### src/rtl/nibble_serial_adder_pkg.sv
// ============================================================================
// Module      : nibble_serial_adder_pkg
// Description : Shared slice width and state encoding for the nibble-serial adder.
// Revision    : 1.0 - initial release
// ============================================================================
`default_nettype none

package nibble_serial_adder_pkg;

    localparam int NIBBLE_W = 4;

    typedef enum logic [1:0] {
        ST_IDLE = 2'd0,
        ST_RUN  = 2'd1,
        ST_DONE = 2'd2
    } state_t;

endpackage

`default_nettype wire

### src/rtl/nibble_serial_adder_ripple.sv
// ============================================================================
// Module      : ripple_adder
// Description : Combinational 4-bit ripple-carry adder cell (a + b + cin).
// Revision    : 1.0 - initial release
// ============================================================================
`default_nettype none

module ripple_adder
    import nibble_serial_adder_pkg::*;
(
    input  logic [NIBBLE_W-1:0] a,
    input  logic [NIBBLE_W-1:0] b,
    input  logic                cin,
    output logic [NIBBLE_W-1:0] s,
    output logic                c
);

    logic w_carry;

    always_comb begin
        w_carry = cin;
        s       = '0;
        for (int i = 0; i < NIBBLE_W; i++) begin
            s[i]    = a[i] ^ b[i] ^ w_carry;
            w_carry = (a[i] & b[i]) | (w_carry & (a[i] ^ b[i]));
        end
        c = w_carry;
    end

endmodule

`default_nettype wire

### src/rtl/nibble_serial_adder.sv
// ============================================================================
// Module      : nibble_serial_adder
// Description : Multi-cycle WIDTH-bit adder, one nibble per clock, valid/ready.
// Revision    : 1.0 - initial release
// ============================================================================
`default_nettype none

module nibble_serial_adder
    import nibble_serial_adder_pkg::*;
#(
    parameter int WIDTH = 16
) (
    input  logic             clk,
    input  logic             rst_n,
    input  logic             in_valid,
    output logic             in_ready,
    input  logic [WIDTH-1:0] a,
    input  logic [WIDTH-1:0] b,
    input  logic             cin,
    output logic             out_valid,
    input  logic             out_ready,
    output logic [WIDTH-1:0] sum,
    output logic             cout,
    output logic             ovf
);

    localparam int NIBBLES = WIDTH / NIBBLE_W;
    localparam int IDX_W   = (NIBBLES > 1) ? $clog2(NIBBLES) : 1;
    localparam logic [IDX_W-1:0] LAST_IDX = IDX_W'(NIBBLES - 1);

    generate
        if ((WIDTH % NIBBLE_W) != 0 || WIDTH < NIBBLE_W) begin : g_bad_width
            $error("nibble_serial_adder: WIDTH must be a multiple of 4 and >= 4");
        end
    endgenerate

    state_t            r_state_q, w_state_d;
    logic [IDX_W-1:0]  r_idx_q,   w_idx_d;
    logic              r_carry_q, w_carry_d;
    logic [WIDTH-1:0]  r_a_q,     w_a_d;
    logic [WIDTH-1:0]  r_b_q,     w_b_d;
    logic [WIDTH-1:0]  r_sum_q,   w_sum_d;
    logic              r_cout_q,  w_cout_d;
    logic              r_ovf_q,   w_ovf_d;

    logic [NIBBLE_W-1:0] w_cell_a, w_cell_b, w_cell_s;
    logic                w_cell_c;

    assign w_cell_a = r_a_q[r_idx_q*NIBBLE_W +: NIBBLE_W];
    assign w_cell_b = r_b_q[r_idx_q*NIBBLE_W +: NIBBLE_W];

    ripple_adder u_cell (
        .a   (w_cell_a),
        .b   (w_cell_b),
        .cin (r_carry_q),
        .s   (w_cell_s),
        .c   (w_cell_c)
    );

    always_comb begin
        w_state_d = r_state_q;
        w_idx_d   = r_idx_q;
        w_carry_d = r_carry_q;
        w_a_d     = r_a_q;
        w_b_d     = r_b_q;
        w_sum_d   = r_sum_q;
        w_cout_d  = r_cout_q;
        w_ovf_d   = r_ovf_q;
        case (r_state_q)
            ST_IDLE: begin
                if (in_valid) begin
                    w_a_d     = a;
                    w_b_d     = b;
                    w_carry_d = cin;
                    w_idx_d   = '0;
                    w_sum_d   = '0;
                    w_state_d = ST_RUN;
                end
            end
            ST_RUN: begin
                w_sum_d[r_idx_q*NIBBLE_W +: NIBBLE_W] = w_cell_s;
                w_carry_d = w_cell_c;
                if (r_idx_q == LAST_IDX) begin
                    // Top slice's sum MSB is the final sign bit of the result.
                    w_cout_d  = w_cell_c;
                    w_ovf_d   = (r_a_q[WIDTH-1] == r_b_q[WIDTH-1]) &&
                                (w_cell_s[NIBBLE_W-1] != r_a_q[WIDTH-1]);
                    w_idx_d   = '0;
                    w_state_d = ST_DONE;
                end else begin
                    w_idx_d = r_idx_q + IDX_W'(1);
                end
            end
            ST_DONE: begin
                if (out_ready) begin
                    w_state_d = ST_IDLE;
                end
            end
            default: w_state_d = ST_IDLE;
        endcase
    end

    always_ff @(posedge clk or negedge rst_n) begin
        if (!rst_n) begin
            r_state_q <= ST_IDLE;
            r_idx_q   <= '0;
            r_carry_q <= 1'b0;
            r_a_q     <= '0;
            r_b_q     <= '0;
            r_sum_q   <= '0;
            r_cout_q  <= 1'b0;
            r_ovf_q   <= 1'b0;
        end else begin
            r_state_q <= w_state_d;
            r_idx_q   <= w_idx_d;
            r_carry_q <= w_carry_d;
            r_a_q     <= w_a_d;
            r_b_q     <= w_b_d;
            r_sum_q   <= w_sum_d;
            r_cout_q  <= w_cout_d;
            r_ovf_q   <= w_ovf_d;
        end
    end

    assign in_ready  = (r_state_q == ST_IDLE);
    assign out_valid = (r_state_q == ST_DONE);
    assign sum       = r_sum_q;
    assign cout      = r_cout_q;
    assign ovf       = r_ovf_q;

endmodule

`default_nettype wire

### config.mk
export PLATFORM = sky130hd
export DESIGN_NAME = nibble_serial_adder
export DESIGN_NICKNAME = d
export VERILOG_FILES = /design/src/rtl/nibble_serial_adder_pkg.sv /design/src/rtl/nibble_serial_adder_ripple.sv /design/src/rtl/nibble_serial_adder.sv
export SDC_FILE = /design/constraint.sdc
export NUM_CORES = 1
export LEC_CHECK = 0
export BUFFER_PORTS_ARGS = -buffer_cell sky130_fd_sc_hd__buf_2
export CAP_MARGIN = 20
export CORE_MARGIN = 8
export CORE_UTILIZATION = 48
export DETAILED_ROUTE_END_ITERATION = 12
export PLACE_DENSITY_LB_ADDON = 0.05
export SETUP_SLACK_MARGIN = 0.05
export SLEW_MARGIN = 10
export SYNTH_ARGS = -nofsm -noshare
export SYNTH_HDL_FRONTEND = slang
export SYNTH_SLANG_ARGS = --single-unit
export TNS_END_PERCENT = 100
### constraint.sdc
create_clock -name clk -period 3.35 [get_ports clk]
set_input_delay 0.335 -clock clk [delete_from_list [all_inputs] [get_ports clk]]
set_output_delay 0.335 -clock clk [all_outputs]
set_load 0.05 [all_outputs]
==> summary.txt, run 1 <==
Place
  • GP Congestion: 0.8215
  • Port buffer count: 56
  • Post-placement cell count: 303
  • HPWL Detailed: 4271 um

STA
  • Endpoints failing setup: 0
  • Setup repair after global routing missed its margin: no
  • Final Hold Viols: 0
  • Skew final: 12.99 ps
  • Max Fclk: 0.3309 GHz
  • Min cycle time layout: 3022 ps
  • Slew of the pin with the lowest slew margin: 572.4 ps
  • Crit share post-route: 90.21%
  • Final Max Tran Viols: 0
  • Setup TNS: 0 ps
  • Slew margin rel.: 61.84%

Synth
  • Mapped Area: 0.002690 mm^2
  • Flops & latches, synth: 55
  • Post-synth top area share: 51.16%
  • Average size of a mapped cell: 15.03 um^2
  • Synth warn: 0
  • Most frequent cells after synthesis: 55 x dfrtp_1, 22 x mux2_4, 11 x inv_1
  • Fraction of registers with async set/reset: 100.0%
  • Cell taking the most area after synthesis: dfrtp_1
  • EDFF count, synth: 0
  • Ys flop type: dfrtp_1
  • Register area share after synthesis: 51.16%
  • Largest cells by area after synthesis: dfrtp_1 51%, mux2_4 12%, mux4_2 6.7%
  • Most common cell in the netlist: dfrtp_1
  • Cells after Synth: 179
  • Syn Nets: 225
  • Unique masters post-synth: 35

Cells and area
  • Final Core Density: 56.36%
  • Layout Nets: 284
  • Antenna diodes: 0
  • Share of layout cells above drive strength 1: 44.35%
  • Layout area overhead: 14.65%
  • Fin cells: 311

Routing
  • Initial DRC Count: 43
  • ANT nets after route: 0
  • Drt via density: 5.248
  • DR pass1 iterations: 4
  • DRC Markers: 0
  • DR vias: 1632
  • DR WL/cell: 18.01 um
  • Total routed wirelength: 5600 um

Critical path
  • Setup crit end kind: register
  • Critical Path Max Stage Delay: 630 ps
  • Max Fanout on Critical Path: 6
  • Crit path launch type: register
  • Bufs and invs on worst path: 4
  • Worst path top cell family by delay: adder cells
  • Crit-path cells: mux4_2 > inv_1 > fa_1 > inv_1 > fa_1 > inv_1 > fa_1 > inv_1 > fa_1 > o22ai_1 > mux2_4
  • CP max stage cell: fa_1
  • Crit path DAT: 3220 ps
  • WS Path Type: reg2reg
  • CP Data Required Time: 3550 ps

Outcome
  • Status: completed

Pwr
  • Max VDD drop: 0.0009086 V
  • Pwr/cell area: 1167 mW/mm^2
  • Switching Power: 1.574 mW
  • Static leakage: 1.527 nW
  • Flop pwr share: 32.9%
  • Switching Fraction: 43.76%
  • Logic pwr share: 57.2%
  • Internal power: 2.023 mW
  • Clock power share: 10.0%

Clock network
  • Postcts setup bufs: 0
  • CTS root buf: clkbuf_8
  • Resize count post-CTS: 0
  • Clock tree from TritonCTS: built
  • Reg clk slew, reported paths: 100 ps
  • Inserted Clock Buffers: 5
  • Cts hold-fix bufs: 0
  • Clock buffer depth: 2
  • Clock sink count: 55
  • CTS H-tree depth: 2
  • Clk_lat worst skew: 300 ps

Job
  • Max Cap Violations: 0

Floorplanning
  • Rows: 27
  • I/O pin cnt: 57
  • Initial Util: 49.15%
  • Core box area: 0.005473 mm^2
  • Width of the die: 90.86 um
  • Die Area: 0.008256 mm^2
  • Die height: 90.86 um

Worst hold path
  • Worst Hold Class: in2async

Global route
  • Gr ovfl total: 0
  • Number of global-route vias before repair: 1908
  • Global-route wire length before repair: 9632 um
  • Largest net degree at the start of global routing: 37
  • GRT Util Overall: 14.43%
  • Initial antenna violation count: 0
-- per-layer routing --
metal	part of all wire, %	global-route usage [%]
met5	0	0
met1	44	17.62
met4	0.66	3.138
met3	4.0	3.824
met2	51	24.85
-- state kept, by name, summed over array words and instances, names as in the netlist --
name / count
r_a_q: 16
r_b_q: 16
sum: 16
r_idx_q: 2
r_state_q: 2
cout: 1
ovf: 1
r_carry_q: 1
-- per-stage QoR --
| stage | power (mW) | hold slack [ps] | area, um^2 | setup WS, ps |
|---|---|---|---|---|
| 3_3_place_gp | 3.246 | 357.9 | 2995 | 305.0 |
| 2_1_floorplan | 2.766 | 39.41 | 2690 | 272.6 |
| 4_1_cts | 3.651 | 31.71 | 3084 | 302.3 |
| 6_report | 3.598 | 11.94 | 3084 | 327.8 |
| 3_5_place_dp | 3.274 | 365.6 | 2995 | 351.9 |
| 5_1_grt | 3.852 | 54.47 | 3084 | 186.7 |
-- power by group through the flow --
stage / clock [mW] / sequential, mW / combinational, mW
2_1_floorplan: 0 / 1.35 / 1.42
3_3_place_gp: 0 / 1.18 / 2.07
3_5_place_dp: 0 / 1.20 / 2.08
4_1_cts: 0.369 / 1.19 / 2.10
5_1_grt: 0.400 / 1.22 / 2.23
6_report: 0.359 / 1.18 / 2.06
-- layout make-up --
type,instances,area (um^2)
sequential,55,1376
clock inverter,3,20.02
clock buffer,5,68.82
tap,72,90.09
timing repair buffer,61,317.8
inverter,11,41.29
fill,478,2389
multi-input combinational,104,1170
-- layout by cell type, fill, tap and decap left out, types with 5 or more instances in the layout --
cell       count
mux4_2         8
mux2_1         7
nand2_1        6
dfrtp_1       55
mux2_4        22
ha_1           5
a22o_1         8
clkbuf_8       5
inv_1         11
buf_2         56
mux2_2         5
buf_4          5
o2bb2ai_1      8
-- path summary, 6_finish.rpt --
path,cells past startpoint,startpoint,end,slack [ps]
max reg2reg,11,r_idx_q[0],ovf,330
max,11,r_idx_q[0],ovf,330
max in group asynchronous,2,rst_n,r_a_q[5],2530
min reg2reg,1,sum[12],sum[12],490
min in group clk,2,out_ready,r_state_q[1],220
min,1,rst_n,sum[11],10
-- kinds of logic after synthesis --
logic type | share of synthesized area, %
flip-flops | 51.16
adder cells (fa/ha/maj) | 5.302
AND/OR/NAND/NOR | 6.047
multiplexers | 24.00
buffers and inverters | 5.581
AO/OA/AOI/OAI | 7.907
Power figures use the tool's default switching activity.
==> run 2: changes to the inputs <==
- CTS_BUF_LIST: default -> sky130_fd_sc_hd__clkbuf_4
==> summary.txt, run 2 (same netlist as run 1, synthesis figures left out) <==
Outcome
  • Status: completed

Routing
  • DR vias: 1642
  • Total routed wirelength: 5607 um
  • Initial DRC Count: 47
  • ANT nets after route: 0
  • DR WL/cell: 17.97 um
  • DR pass1 iterations: 4
  • Drt via density: 5.263
  • DRC Markers: 0

Pwr
  • Power Total: 3.523 mW
  • Pwr/cell area: 1150 mW/mm^2
  • Internal power: 1.957 mW
  • Static leakage: 1.518 nW
  • Switching Power: 1.566 mW
  • Flop pwr share: 33.5%
  • Max VDD drop: 0.0008688 V
  • Logic pwr share: 58.3%
  • Clock power share: 8.2%
  • Switching Fraction: 44.46%

Cells and area
  • Fillers: 475
  • Share of layout cells above drive strength 1: 44.17%
  • Reg area: 0.001376 mm^2
  • Layout Nets: 285
  • Commonest non-fill, non-tap cell in the layout: buf_2
  • Layout area overhead: 13.86%
  • Area used by multi-input combinational logic: 0.001170 mm^2
  • Commonest cells after routing, fill and taps aside: 56 x buf_2, 55 x dfrtp_1, 22 x mux2_4
  • Antenna diodes: 0

Clock network
  • CTS root buf: clkbuf_4
  • CTS H-tree depth: 2
  • Clock buffer depth: 2
  • Postcts setup bufs: 0
  • Reg clk slew, reported paths: 160 ps
  • Clk_lat worst skew: 380 ps
  • Clock tree from TritonCTS: built
  • Clock sink count: 55
  • Inserted Clock Buffers: 5

Critical path
  • Crit path launch type: register
  • WS Path Type: reg2reg
  • Max Fanout on Critical Path: 6
  • CP Data Required Time: 3640 ps
  • Setup crit end kind: register
  • Crit path DAT: 3310 ps

STA
  • Max Fclk: 0.3303 GHz
  • Final Max Tran Viols: 0
  • Crit share post-route: 90.37%
  • Slew of the pin with the lowest slew margin: 578.8 ps
  • Min cycle time layout: 3027 ps
  • Skew final: 16.36 ps
  • Setup repair after global routing missed its margin: no
  • Final Hold Viols: 0
  • Slew margin rel.: 61.42%
  • Setup TNS: 0 ps
  • Endpoints failing setup: 0

Floorplanning
  • Die Area: 0.008256 mm^2
  • Core box area: 0.005473 mm^2
  • Initial Util: 49.15%
  • Die height: 90.86 um
  • Rows: 27
  • I/O pin cnt: 57
  • Width of the die: 90.86 um

Place
  • HPWL Detailed: 4271 um
  • GP Congestion: 0.8215
  • Port buffer count: 56

Global route
  • Global-route wire length before repair: 9680 um
  • Number of global-route vias before repair: 1913
  • Gr ovfl total: 0
  • Initial antenna violation count: 0
  • Largest net degree at the start of global routing: 37
  • GRT Util Overall: 14.59%

Worst hold path
  • Worst Hold Class: in2reg

Job
  • Max Cap Violations: 0
-- run 2: layer usage --
metal	part of all wire, %	routed length, um	track usage, %	vias up
li1	-	-	-	766
met1	44	2456	17.52	834
met2	51	2841	24.73	37
met3	4.4	246	3.907	5
met4	1.1	63	4.775	0
met5	0	0	0	-
-- run 2: final cells by class --
class	instances	share of cell area, %
inverters	11	1.348
well taps	72	2.941
flip-flops and latches	55	44.93
clock inverters	3	0.6536
multi-input cells	104	38.19
repair buffers	62	10.70
clock buffers	5	1.225
-- run 2: through the flow --
step | worst slack [ps] | hold WS (ps) | area, um^2 | utilization [%] | std cells
2_1_floorplan | 272.6 | 39.41 | 2690 | - | 179
3_3_place_gp | 305.0 | 357.9 | 2995 | 54.73 | 303
3_5_place_dp | 351.9 | 365.6 | 2995 | 54.73 | 303
4_1_cts | 296.6 | 114.2 | 3063 | 55.97 | 312
5_1_grt | 180.5 | 126.4 | 3063 | 55.97 | 312
6_report | 322.5 | 133.4 | 3063 | 55.97 | 312
-- run 2: power by group through the flow --
| stage | sequential (mW) | clock [mW] | combinational, mW |
|---|---|---|---|
| 2_1_floorplan | 1.35 | 0 | 1.42 |
| 3_3_place_gp | 1.18 | 0 | 2.07 |
| 3_5_place_dp | 1.20 | 0 | 2.08 |
| 4_1_cts | 1.18 | 0.301 | 2.10 |
| 5_1_grt | 1.22 | 0.331 | 2.23 |
| 6_report | 1.18 | 0.288 | 2.06 |
-- run 2: worst paths after layout --
kind,to,startpoint,slack (ps),depth (start not counted)
max,ovf,r_idx_q[0],320,11
min,r_state_q[1],out_ready,130,2
max reg2reg,ovf,r_idx_q[0],320,11
min reg2reg,sum[12],sum[12],500,1
max in group asynchronous,r_a_q[5],rst_n,2060,3
min in group asynchronous,sum[11],rst_n,470,2
-- run 2: repair_timing --
| item | CTS | global route |
|---|---|---|
| hold endpoints to repair | 25 | 0 |
| hold buffers | 1 | 0 |
| resized for setup | 0 | 0 |
-- run 2: worst max-delay path, stage by stage, from the launching register on --
cell	delay [ps]
dfrtp_1	470
mux4_2	520
inv_1	80
fa_1	160
inv_1	50
fa_1	340
inv_1	70
fa_1	160
inv_1	50
fa_1	630
o22ai_1	130
mux2_4	270
